--- config.mk ---
export PLATFORM = sky130hd
export DESIGN_NAME = cs_ctrl_arbiter_flat
export DESIGN_NICKNAME = d
export VERILOG_FILES = /design/src/rtl/cs_ctrl_arbiter_if.sv /design/src/rtl/cs_ctrl_arbiter.sv /design/src/flat_wrapper.sv
export SDC_FILE = /design/constraint.sdc
export NUM_CORES = 1
export LEC_CHECK = 0
export CAP_MARGIN = 20
export CORE_ASPECT_RATIO = 0.6
export CORE_MARGIN = 1.5
export CORE_UTILIZATION = 51
export DETAILED_ROUTE_END_ITERATION = 7
export PLACE_DENSITY = 0.78
export RECOVER_POWER = 25
export SYNTH_ARGS = -nofsm -noshare
export SYNTH_HDL_FRONTEND = slang
export SYNTH_SLANG_ARGS = --single-unit
--- constraint.sdc ---
create_clock -name clk_sys -period 1.12 [get_ports clk_sys]
set_input_delay 0.28 -clock clk_sys [delete_from_list [all_inputs] [get_ports clk_sys]]
set_output_delay 0.28 -clock clk_sys [all_outputs]
set_load 0.03 [all_outputs]
--- src/rtl/cs_ctrl_arbiter_if.sv ---
// Player-control bundle between the input sources (keyboard, two joysticks)
// and the arbitrated ship controls feeding the Computer Space core.
interface cs_ctrl_arbiter_if;
  logic [4:0] kb_ctrl;
  logic [4:0] joy0;
  logic [4:0] joy1;
  logic       signal_ccw;
  logic       signal_cw;
  logic       signal_thrust;
  logic       signal_fire;
  logic       signal_start;
  logic [1:0] owner;

  modport master (
    output kb_ctrl, joy0, joy1,
    input  signal_ccw, signal_cw, signal_thrust, signal_fire, signal_start, owner
  );

  modport slave (
    input  kb_ctrl, joy0, joy1,
    output signal_ccw, signal_cw, signal_thrust, signal_fire, signal_start, owner
  );
endinterface

--- src/rtl/cs_ctrl_arbiter.sv ---
// Control-source arbiter: one source owns the ship controls until it has been
// idle for IDLE_FRAMES frames; start from any source is stretched over frames.
module cs_ctrl_arbiter #(
  parameter int IDLE_FRAMES  = 180,
  parameter int START_FRAMES = 4
) (
  input  logic               clk_sys,
  input  logic               reset_n,
  input  logic               vs,
  cs_ctrl_arbiter_if.slave   bus
);
  localparam int IW = $clog2(IDLE_FRAMES + 1);
  localparam int SW = $clog2(START_FRAMES + 1);

  typedef enum logic {ST_NONE, ST_OWNED} state_t;

  logic          rst_meta_q, rst_sync_q;
  logic          vs_meta_q, vs_sync_q, vs_prev_q;
  state_t        state_q, state_d;
  logic [1:0]    owner_q, owner_d;
  logic [IW-1:0] idle_cnt_q, idle_cnt_d;
  logic          ccw_q, ccw_d, cw_q, cw_d, thrust_q, thrust_d, fire_q, fire_d;
  logic          start_prev_q, start_prev_d, start_edge_q, start_edge_d;
  logic [SW-1:0] stretch_cnt_q, stretch_cnt_d;
  logic          start_q, start_d;

  logic       tick, kb_act, joy0_act, joy1_act, owner_act, start_any;
  logic [3:0] sel_bits;

  // Reset asserts asynchronously but is released in step with clk_sys.
  always_ff @(posedge clk_sys or negedge reset_n) begin
    if (!reset_n) begin
      rst_meta_q <= 1'b0;
      rst_sync_q <= 1'b0;
    end else begin
      rst_meta_q <= 1'b1;
      rst_sync_q <= rst_meta_q;
    end
  end

  always_ff @(posedge clk_sys or negedge rst_sync_q) begin
    if (!rst_sync_q) begin
      vs_meta_q     <= 1'b0;
      vs_sync_q     <= 1'b0;
      vs_prev_q     <= 1'b0;
      state_q       <= ST_NONE;
      owner_q       <= 2'd0;
      idle_cnt_q    <= '0;
      ccw_q         <= 1'b0;
      cw_q          <= 1'b0;
      thrust_q      <= 1'b0;
      fire_q        <= 1'b0;
      start_prev_q  <= 1'b0;
      start_edge_q  <= 1'b0;
      stretch_cnt_q <= '0;
      start_q       <= 1'b0;
    end else begin
      vs_meta_q     <= vs;
      vs_sync_q     <= vs_meta_q;
      vs_prev_q     <= vs_sync_q;
      state_q       <= state_d;
      owner_q       <= owner_d;
      idle_cnt_q    <= idle_cnt_d;
      ccw_q         <= ccw_d;
      cw_q          <= cw_d;
      thrust_q      <= thrust_d;
      fire_q        <= fire_d;
      start_prev_q  <= start_prev_d;
      start_edge_q  <= start_edge_d;
      stretch_cnt_q <= stretch_cnt_d;
      start_q       <= start_d;
    end
  end

  assign tick      = vs_sync_q & ~vs_prev_q;
  assign kb_act    = |bus.kb_ctrl[3:0];
  assign joy0_act  = |bus.joy0[3:0];
  assign joy1_act  = |bus.joy1[3:0];
  assign start_any = bus.kb_ctrl[4] | bus.joy0[4] | bus.joy1[4];

  always_comb begin
    owner_act = 1'b0;
    case (owner_q)
      2'd1:    owner_act = kb_act;
      2'd2:    owner_act = joy0_act;
      2'd3:    owner_act = joy1_act;
      default: owner_act = 1'b0;
    endcase
  end

  always_comb begin
    state_d    = state_q;
    owner_d    = owner_q;
    idle_cnt_d = idle_cnt_q;
    case (state_q)
      ST_NONE: begin
        idle_cnt_d = '0;
        if (kb_act) begin
          state_d = ST_OWNED;
          owner_d = 2'd1;
        end else if (joy0_act) begin
          state_d = ST_OWNED;
          owner_d = 2'd2;
        end else if (joy1_act) begin
          state_d = ST_OWNED;
          owner_d = 2'd3;
        end
      end
      ST_OWNED: begin
        // Only the owner's own activity keeps the lease alive.
        if (owner_act) begin
          idle_cnt_d = '0;
        end else if (tick) begin
          if (idle_cnt_q == IW'(IDLE_FRAMES - 1)) begin
            state_d    = ST_NONE;
            owner_d    = 2'd0;
            idle_cnt_d = '0;
          end else if (idle_cnt_q != IW'(IDLE_FRAMES)) begin
            idle_cnt_d = idle_cnt_q + IW'(1);
          end
        end
      end
      default: begin
        state_d    = ST_NONE;
        owner_d    = 2'd0;
        idle_cnt_d = '0;
      end
    endcase
  end

  // Movement follows the next owner so grant and release land with owner.
  always_comb begin
    sel_bits = 4'b0000;
    case (owner_d)
      2'd1:    sel_bits = bus.kb_ctrl[3:0];
      2'd2:    sel_bits = bus.joy0[3:0];
      2'd3:    sel_bits = bus.joy1[3:0];
      default: sel_bits = 4'b0000;
    endcase
    ccw_d    = sel_bits[0] & ~sel_bits[1];
    cw_d     = sel_bits[1] & ~sel_bits[0];
    thrust_d = sel_bits[2];
    fire_d   = sel_bits[3];
  end

  always_comb begin
    start_prev_d  = start_any;
    start_edge_d  = start_any & ~start_prev_q;
    stretch_cnt_d = stretch_cnt_q;
    start_d       = start_q;
    // A fresh press only counts when no stretch is running.
    if (start_edge_q && (stretch_cnt_q == '0)) begin
      stretch_cnt_d = SW'(START_FRAMES);
      start_d       = 1'b1;
    end else if (tick && (stretch_cnt_q != '0)) begin
      stretch_cnt_d = stretch_cnt_q - SW'(1);
      if (stretch_cnt_q == SW'(1)) begin
        start_d = 1'b0;
      end
    end
  end

  assign bus.owner         = owner_q;
  assign bus.signal_ccw    = ccw_q;
  assign bus.signal_cw     = cw_q;
  assign bus.signal_thrust = thrust_q;
  assign bus.signal_fire   = fire_q;
  assign bus.signal_start  = start_q;
endmodule
--- src/flat_wrapper.sv ---
// flat-port wrapper written by rule: the top's interface ports become plain ports
module cs_ctrl_arbiter_flat 
#(
  parameter int IDLE_FRAMES  = 180,
  parameter int START_FRAMES = 4
)
  (clk_sys, reset_n, vs, bus_kb_ctrl, bus_joy0, bus_joy1, bus_signal_ccw, bus_signal_cw, bus_signal_thrust, bus_signal_fire, bus_signal_start, bus_owner);
  cs_ctrl_arbiter_if bus_i ();
  input  logic clk_sys;
  input  logic reset_n;
  input  logic vs;
  input wire logic [$bits(bus_i.kb_ctrl)-1:0] bus_kb_ctrl;
  input wire logic [$bits(bus_i.joy0)-1:0] bus_joy0;
  input wire logic [$bits(bus_i.joy1)-1:0] bus_joy1;
  output wire logic [$bits(bus_i.signal_ccw)-1:0] bus_signal_ccw;
  output wire logic [$bits(bus_i.signal_cw)-1:0] bus_signal_cw;
  output wire logic [$bits(bus_i.signal_thrust)-1:0] bus_signal_thrust;
  output wire logic [$bits(bus_i.signal_fire)-1:0] bus_signal_fire;
  output wire logic [$bits(bus_i.signal_start)-1:0] bus_signal_start;
  output wire logic [$bits(bus_i.owner)-1:0] bus_owner;
  assign bus_i.kb_ctrl = bus_kb_ctrl;
  assign bus_i.joy0 = bus_joy0;
  assign bus_i.joy1 = bus_joy1;
  assign bus_signal_ccw = bus_i.signal_ccw;
  assign bus_signal_cw = bus_i.signal_cw;
  assign bus_signal_thrust = bus_i.signal_thrust;
  assign bus_signal_fire = bus_i.signal_fire;
  assign bus_signal_start = bus_i.signal_start;
  assign bus_owner = bus_i.owner;
  cs_ctrl_arbiter #(.IDLE_FRAMES(IDLE_FRAMES), .START_FRAMES(START_FRAMES)) u_core (.clk_sys(clk_sys), .reset_n(reset_n), .vs(vs), .bus(bus_i));
endmodule
* Yosys cells after proc, flatten, opt, wreduce, memory -nomap -nowiden
Cells that the tools add are included.
Operators by class: $add $sub $neg 2, equal/unequal tests 11, muxes and demuxes 26, bitwise operators 11, reductions and logical operators 11
Operator list (count):
- $mux 8 | 4
- $pmux 8 s2 | 1
- $mux 2 | 6
- $pmux 4 s3 | 1
- $reduce_or 4->1 | 3
- $mux 1 | 9
- $add 8x1->8 const B | 1
- $eq 2x2->1 const B | 4
- $eq 8x8->1 const B | 1
- $ne 8x8->1 const B | 1
- $mux 3 | 2
- $not 1->1 | 5
- $and 1x1->1 | 4
- $eq 2x1->1 const B | 2
- $ne 4x4->1 const B | 1
- $pmux 2 s2 | 1
- $reduce_and 2->1 | 2
- $reduce_bool 2->1 | 2
- $eq 3x1->1 const B | 1
- $logic_not 3->1 | 1
- $ne 3x3->1 const B | 1
- $pmux 1 s3 | 1
- $reduce_bool 3->1 | 1
- $sub 3x1->3 const B | 1
- other kinds (3) | 5
Word-level totals: register bits 26, input port bits 18, output and inout port bits 7, logic and storage cells 77

* Longest topological paths before layout
Gate-level depths: netlist (run 1).
word-level depth 9, mapped depth 6, depth with buffers taken out 6

* Worst setup path after synthesis (run 1)
Ideal clock, no wire load.
path kind input -> register, start point input port bus_kb_ctrl[3], end point register u_core.ccw_q (netlist: u_core.bus.signal_ccw), library setup time 0.079 ns, arrival 1.413 ns, data required time 1.041 ns, setup slack -0.372 ns, cell stages on the path 3, path buffers 0, cell sequence or4_4 o32ai_4 mux2i_1
On the way: word-level cells in the longest chain between the ends 8, elaborated cells on any way between the ends 11, those cells by class eq/ne (3); mux (5); bitwise (2); reduce/logical (1)
RTL lines:
- from (decl) | line flat_wrapper.sv:12 | input wire logic [$bits(bus_i.kb_ctrl)-1:0] bus_kb_ctrl;
- $reduce_or 4->1 (*) | line cs_ctrl_arbiter.sv:76 | assign kb_act = |bus.kb_ctrl[3:0];
- $pmux 1 s3 | line cs_ctrl_arbiter.sv:83 | case (owner_q)
- $mux 2 | line cs_ctrl_arbiter.sv:111 | if (owner_act) begin
- $pmux 2 s2 (*) | line cs_ctrl_arbiter.sv:95 | case (state_q)
- $eq 2x2->1 or $eq 2x1->1 (tied branches) | line cs_ctrl_arbiter.sv:134 | case (owner_d)
- $pmux 4 s3 (*) | line cs_ctrl_arbiter.sv:134
- $not 1->1 | line cs_ctrl_arbiter.sv:140 | ccw_d = sel_bits[0] & ~sel_bits[1];
- $and 1x1->1 (*) | line cs_ctrl_arbiter.sv:140
- net u_core.ccw_d | line cs_ctrl_arbiter.sv:22 | logic ccw_q, ccw_d, cw_q, cw_d, thrust_q, thrust_d, fire_q, fire_d;
- to (signal assigned) | line cs_ctrl_arbiter.sv:64 | ccw_q <= ccw_d;
- to (decl) | line cs_ctrl_arbiter.sv:22
The timed path passes the listed nets; every way through them passes the cells marked *. A chain may end at the register's enable or synchronous reset.

* Worst setup path in the final report (run 1)
start point register u_core.idle_cnt_q[0], end point register u_core.state_q
On the way: word-level cells in the longest chain between the ends 5
RTL lines:
- from (decl) | line cs_ctrl_arbiter.sv:21 | logic [IW-1:0] idle_cnt_q, idle_cnt_d;
- from (signal assigned) | line cs_ctrl_arbiter.sv:63 | idle_cnt_q <= idle_cnt_d;
- $eq 8x8->1 | line cs_ctrl_arbiter.sv:114 | if (idle_cnt_q == IW'(IDLE_FRAMES - 1)) begin
- $mux 1 | line cs_ctrl_arbiter.sv:114
- $mux 1 | line cs_ctrl_arbiter.sv:113 | end else if (tick) begin
- $mux 1 | line cs_ctrl_arbiter.sv:111
- $pmux 1 s2 | line cs_ctrl_arbiter.sv:95
- net u_core.state_d | line cs_ctrl_arbiter.sv:19 | state_t state_q, state_d;
- to (signal assigned) | line cs_ctrl_arbiter.sv:61 | state_q <= state_d;
- to (decl) | line cs_ctrl_arbiter.sv:19
The timed path passes the listed nets, and every way through them passes these cells.

==> results of run 1 <==
what timing repair did:
action	4_1_cts	5_1_grt
resized for setup	60	10
pin swaps	19	3
endpoints found under the setup margin	21	22
setup buffers	8	4
worst register-to-register path, delay by kind of cell (launching register included):
family | cells | cell delay [ns]
and+or+nand+nor | 2 | 0.41
adders and majority gates | 1 | 0.23
AOI/OAI and AO/OA | 2 | 0.33
DFF | 1 | 0.45
routing by layer:
| metal | vias to the layer above | wire, um | track usage (%) | share of wire (%) |
|---|---|---|---|---|
| met5 | - | 0 | 0 | 0 |
| li1 | 615 | - | - | - |
| met1 | 727 | 2170 | 41.1 | 42 |
| met3 | 35 | 257 | 7.84 | 5.0 |
| met4 | 0 | 282 | 11.9 | 5.5 |
| met2 | 65 | 2470 | 54.4 | 48 |
Yosys cell counts, types with 3 or more instances:
master,count
sky130_fd_sc_hd__inv_1,9
sky130_fd_sc_hd__mux2_2,3
sky130_fd_sc_hd__dfrtp_1,26
sky130_fd_sc_hd__nor4_1,5
sky130_fd_sc_hd__nor2_1,6
sky130_fd_sc_hd__o21ai_0,3
sky130_fd_sc_hd__ha_1,5
sky130_fd_sc_hd__a21oi_1,5
sky130_fd_sc_hd__nand3_1,6
sky130_fd_sc_hd__nand4b_1,3
sky130_fd_sc_hd__a31oi_1,4
sky130_fd_sc_hd__mux2i_1,5
sky130_fd_sc_hd__nand2_1,9
sky130_fd_sc_hd__xnor2_1,5
sky130_fd_sc_hd__nor3_1,7
cell families (layout without fill, tap and decap cells):
kind of cell	count (synthesis)	count (layout)	synth area share, %
XOR/XNOR	6	6	3.86
multiplexers	8	8	6.15
flip-flops	26	26	47.7
other	1	1	0.275
AND/OR/NAND/NOR	51	51	22.1
adder cells (fa/ha/maj)	5	5	4.59
buffers and inverters	10	85	3.31
AO/OA/AOI/OAI	21	21	11.9
state kept, by name (all words and copies together) (netlist names):
signal and cells:
u_core.idle_cnt_q 8, u_core.stretch_cnt_q 3, u_core.bus.owner 2, u_core.bus.signal_ccw 1, u_core.bus.signal_cw 1, u_core.bus.signal_fire 1, u_core.bus.signal_start 1, u_core.bus.signal_thrust 1
u_core.rst_meta_q 1, u_core.rst_sync_q 1, u_core.start_edge_q 1, u_core.start_prev_q 1, u_core.state_q 1, u_core.vs_meta_q 1, u_core.vs_prev_q 1, u_core.vs_sync_q 1
layout make-up:
type / count / area, um^2
fillers: 106 / 238
clock buffers: 4 / 45.0
well taps: 32 / 40.0
repair buffers: 72 / 621
multi-input cells: 92 / 892
flip-flops and latches: 26 / 653
inverters: 9 / 33.8
how the worst max path moves through the flow:
stage | start | endpoint | slack, ns | cells after the start
global route | u_core.idle_cnt_q[0] | u_core.state_q | -0.47 | 5
detailed placement | bus_kb_ctrl[3] | u_core.bus.signal_thrust | -0.96 | 4
global placement | bus_kb_ctrl[3] | u_core.bus.signal_cw | -0.88 | 4
finish | u_core.idle_cnt_q[0] | u_core.state_q | -0.43 | 5
CTS | u_core.idle_cnt_q[6] | u_core.idle_cnt_q[3] | -0.30 | 5
floorplan | bus_kb_ctrl[3] | u_core.bus.signal_ccw | -0.37 | 3
metrics by stage:
stage	TNS [ns]	instances	area, um^2
floorplan	-4.00	128	1470
CTS	-3.97	231	2220
global route	-6.62	235	2280
global placement	-12.04	219	2000
detailed placement	-12.94	219	2000
finish	-5.81	235	2280
power by group through the flow:
stage                     Sequential (mW)  Combinational (mW)  Clock, mW
after floorplan                      1.16               0.345          0
after global placement               1.08               0.729          0
after detailed placement             1.09               0.767          0
after CTS                            1.08               0.902      0.544
after global routing                 1.09                1.09      0.590
final                                1.08                1.03      0.543
==> run summary, run 1 <==
Timing
- worst clock skew on the final layout: 0.00301 ns
- period utilisation layout: 139%
- # setup viols final: 21
- setup repair after global routing missed its margin: yes
- count of final hold-check violations: 0
- minimum clock period: 1.55 ns
- Slew Limit Fails: 0
- maximum operating frequency: 644 MHz
- setup slack of the critical path after layout: -0.433 ns
- normalized max-slew margin: 58.5%
- Hold Slack: 0.233 ns
- transition time of the tightest slew-check pin: 0.623 ns

GRT
- wire length of the first global-routing pass: 7.15 mm
- maximum number of pins on one net before global-route repair: 25
- total gr overflow: 0
- antenna violations before repair: 0
- overall track demand over capacity in global routing: 32.2%
- via count of the first global-routing pass: 1411

Power
- Power, Total: 2.66 mW
- largest voltage drop on the vdd net: 981 uV
- LEAKAGE: 1.00 nW
- power density over the cells: 1160 nW/um^2
- Sequential Power Share: 40.8%
- proportion of power drawn by the clock network: 20.4%
- portion of total power attributed to combinational logic: 38.8%
- switching part of the total power: 30.7%
- switching power total: 816 uW
- internal cell power: 1.84 mW

Detailed routing
- number of remaining DRC errors: 0
- average detailed-routed wire length per instance: 22.0 um
- remaining antenna violation count: 0
- detailed-routing iteration count for the pre-antenna-repair pass: 4
- total number of vias: 1442
- via density per instance: 6.14
- detailed router's first-iteration violation count: 81
- Final Routed Wirelength: 5.17 mm

Critical path
- worst reg2reg path startpoint: u_core.idle_cnt_q[0]
- cell count of the worst reg-to-reg path: 5
- critical path data arrival time: 1.69 ns
- stage delay of the slowest cell on the critical path: 0.45 ns
- critical path, cell by cell: ha_2 -> nand3b_1 -> nor4_4 -> o211a_1 -> a31oi_1
- crit path max fanout: 3
- startpoint-to-endpoint class of the critical path: reg2reg
- setup slack, reg-to-reg: -0.43 ns
- slowest library cell on the worst path: sky130_fd_sc_hd__dfrtp_1
- Buf+Inv Stages, Crit Path: 0
- data required time of the critical path: 1.26 ns
- crit path capture type: flip-flop
- Worst path top cell family by delay: flip-flops
- type of element launching the critical path: flip-flop
- R2R Path End: u_core.state_q

Floorplanning
- horizontal die dimension: 69.7 um
- starting utilization of the core area: 54.0%
- io pins: 25
- site row count: 14
- Die Y: 43.0 um
- area of the core: 2520 um^2
- die area: 3000 um^2

Final layout
- layout cells sized above 1: 53.7%
- Inserted Diodes: 0
- area growth from synthesis to layout: 67.7%
- commonest cells after routing, fill and taps aside: 45 x sky130_fd_sc_hd__buf_4, 24 x sky130_fd_sc_hd__dfrtp_1, 9 x sky130_fd_sc_hd__buf_6, 7 x sky130_fd_sc_hd__nand2_1
- count of nets after finishing: 227
- Post-Route Utilization: 90.6%
- most common cell after layout, fill and taps aside: sky130_fd_sc_hd__buf_4

Clocking
- clock buffers created by TritonCTS: 3
- quantity of hold-fixing buffers added after cts: 0
- CTS Root Buffer Type: sky130_fd_sc_hd__clkbuf_8
- clock latency reported for the late side of the worst-skew pair: 0.27 ns
- H-Tree Depth: 1
- number of sinks driven by the clock tree: 26
- Reg clk slew, reported paths: 0.09 ns
- CTS tree: done
- Clock Tree Buf Depth: 2

Yosys
- post-synth top area cell: sky130_fd_sc_hd__dfrtp_1
- commonest register cell after synthesis: sky130_fd_sc_hd__dfrtp_1
- synthesized flop and latch total: 26
- Netlist Area Pre-Place: 1360 um^2
- cell types with the largest area share after synthesis: sky130_fd_sc_hd__dfrtp_1 48%, sky130_fd_sc_hd__ha_1 4.6%, sky130_fd_sc_hd__mux2i_1 3.7%
- async set-or-reset flop fraction in the synthesized netlist: 100%
- portion of synthesized cell area occupied by the leading cell type: 47.8%
- EDFF count, synth: 0
- total of warnings raised by yosys: 0
- Syn Inst Count: 128
- mean instance size in the synthesized netlist: 10.6 um^2
- net count after synthesis: 151
- register area share after synthesis: 47.8%
- Cell variety after synth: 35

Placement
- detailed-placement wirelength estimate: 2.76 mm
- last weighted congestion value of the routability-driven placer: 0.870
- port bufs: 24
- pre-CTS WS: -0.961 ns

Run status
- run status: finished, violations left
- failing checks: negative setup slack

Hold path
- type of the most critical hold path: in2async

Job
- max-capacitance violation count: 0

No activity file was read; power rests on OpenSTA's default activity.
==> run 2: changes to the inputs <==
SKIP_CTS_REPAIR_TIMING = 1   (was unset)
==> run summary, run 2 (synthesized netlist as in run 1, its figures left out) <==
Timing
- Hold Slack: 0.228 ns
- period utilisation layout: 137%
- Slew Limit Fails: 0
- transition time of the tightest slew-check pin: 0.596 ns
- minimum clock period: 1.53 ns
- setup repair after global routing missed its margin: yes
- setup slack of the critical path after layout: -0.411 ns
- maximum operating frequency: 653 MHz
- worst clock skew on the final layout: 0.00749 ns
- count of final hold-check violations: 0
- # setup viols final: 20
- normalized max-slew margin: 60.3%

Final layout
- number of fillers in the final layout: 121
- Reg with most FFs: u_core.idle_cnt_q
- register cell area after layout: 653 um^2
- count of nets after finishing: 219
- flip-flop count of the largest register after layout: 8
- post-layout instance count excluding filler cells: 227
- most common cell after layout, fill and taps aside: sky130_fd_sc_hd__buf_4
- Inserted Diodes: 0
- commonest cells after routing, fill and taps aside: 39 x sky130_fd_sc_hd__buf_4, 24 x sky130_fd_sc_hd__dfrtp_1, 9 x sky130_fd_sc_hd__dlymetal6s2s_1, 7 x sky130_fd_sc_hd__buf_6
- area growth from synthesis to layout: 63.4%
- layout cells sized above 1: 48.7%
- area occupied by multi-input gates: 870 um^2

Floorplanning
- area of the core: 2520 um^2
- Die Y: 43.0 um
- io pins: 25
- site row count: 14
- starting utilization of the core area: 54.0%
- die area: 3000 um^2
- horizontal die dimension: 69.7 um

Critical path
- stage delay of the slowest cell on the critical path: 0.43 ns
- critical path, cell by cell: ha_2 -> nand3b_1 -> nor4_4 -> o211a_1 -> nor2_1
- crit path capture type: flip-flop
- data required time of the critical path: 1.28 ns
- startpoint-to-endpoint class of the critical path: reg2reg
- critical path data arrival time: 1.69 ns
- slowest library cell on the worst path: sky130_fd_sc_hd__dfrtp_1
- type of element launching the critical path: flip-flop
- crit path max fanout: 3
- cell count of the worst reg-to-reg path: 5

Placement
- last weighted congestion value of the routability-driven placer: 0.870
- port bufs: 24
- detailed-placement wirelength estimate: 2.76 mm
- placed cell count: 219

Detailed routing
- detailed router's first-iteration violation count: 76
- number of remaining DRC errors: 0
- Final Routed Wirelength: 4.38 mm
- via density per instance: 5.89
- average detailed-routed wire length per instance: 19.3 um
- remaining antenna violation count: 0
- detailed-routing iteration count for the pre-antenna-repair pass: 4
- total number of vias: 1338

Clocking
- CTS Root Buffer Type: sky130_fd_sc_hd__clkbuf_8
- CTS tree: done
- number of sinks driven by the clock tree: 26
- clock buffers created by TritonCTS: 3
- Clock Tree Buf Depth: 2
- Reg clk slew, reported paths: 0.09 ns
- clock latency reported for the late side of the worst-skew pair: 0.27 ns
- H-Tree Depth: 1

GRT
- antenna violations before repair: 0
- overall track demand over capacity in global routing: 25.3%
- maximum number of pins on one net before global-route repair: 25
- total gr overflow: 0
- wire length of the first global-routing pass: 5.72 mm
- via count of the first global-routing pass: 1233

Power
- power density over the cells: 1150 nW/um^2
- LEAKAGE: 1.03 nW
- largest voltage drop on the vdd net: 894 uV

Job
- max-capacitance violation count: 0

Run status
- failing checks: negative setup slack
- run status: finished, violations left

Hold path
- type of the most critical hold path: in2async

==> run 2: cell count changes in the layout (fill, tap and decap cells not counted), sizes merged <==
cell           previous run  this run
buf                      58        48
clkdlybuf4s15             5         0
dlygate4sd2               2         0
dlymetal6s2s              0         9
==> run 2: worst max-delay path: cells and delay by family (launching register included) <==
family | cells | cell delay [ns]
fa+ha+maj | 1 | 0.22
flops | 1 | 0.43
simple gates | 3 | 0.53
compound gates | 1 | 0.24
==> run 2: final timing paths <==
| kind | from | end | slack [ns] |
|---|---|---|---|
| setup / recovery | u_core.idle_cnt_q[0] | u_core.bus.owner[0] | -0.41 |
| hold / removal | reset_n | u_core.rst_sync_q | 0.23 |
| setup reg to reg | u_core.idle_cnt_q[0] | u_core.bus.owner[0] | -0.41 |
| hold reg to reg | u_core.rst_sync_q | u_core.bus.signal_fire | 0.33 |
| max in group asynchronous | u_core.rst_sync_q | u_core.bus.owner[1] | 0.36 |
| min in group clk_sys | bus_joy0[3] | u_core.bus.signal_fire | 0.35 |
==> run 2: layout make-up <==
type | count | area share (%)
Sequential cell | 26 | 29.3
Tap cell | 32 | 1.80
Inverter | 9 | 1.52
Clock buffer | 4 | 2.02
Multi-Input combinational cell | 92 | 39.1
Timing Repair Buffer | 64 | 26.3
==> run 2: power by group <==
group | total, mW | switching [mW] | internal [mW] | leakage [nW]
combinational | 0.930 | 0.417 | 0.514 | 0.697
clock | 0.543 | 0.288 | 0.255 | 0.0228
sequential | 1.08 | 0.0521 | 1.03 | 0.314
total | 2.55 | 0.756 | 1.80 | 1.03
==> run 2: per-stage QoR <==
step                      TNS, ns  cell area, um^2  total power [mW]  setup slack, ns  utilization, %
after detailed placement   -12.94             2000              1.86           -0.961            79.3
after CTS                   -8.73             2040              2.39           -0.686            81.1
after floorplan             -4.00             1470              1.50           -0.372               -
after global placement     -12.04             2000              1.81           -0.877            79.3
final                       -5.46             2230              2.55           -0.411            88.2
after global routing        -6.59             2230              2.65           -0.499            88.2
==> run 2: per-layer routing <==
layer / GRT usage [%] / up-vias / share of wire (%)
met5: 0 / - / 0
met4: 5.77 / 0 / 1.8
met3: 5.46 / 12 / 6.6
met2: 41.2 / 60 / 48
met1: 35.4 / 662 / 43
li1: - / 604 / -
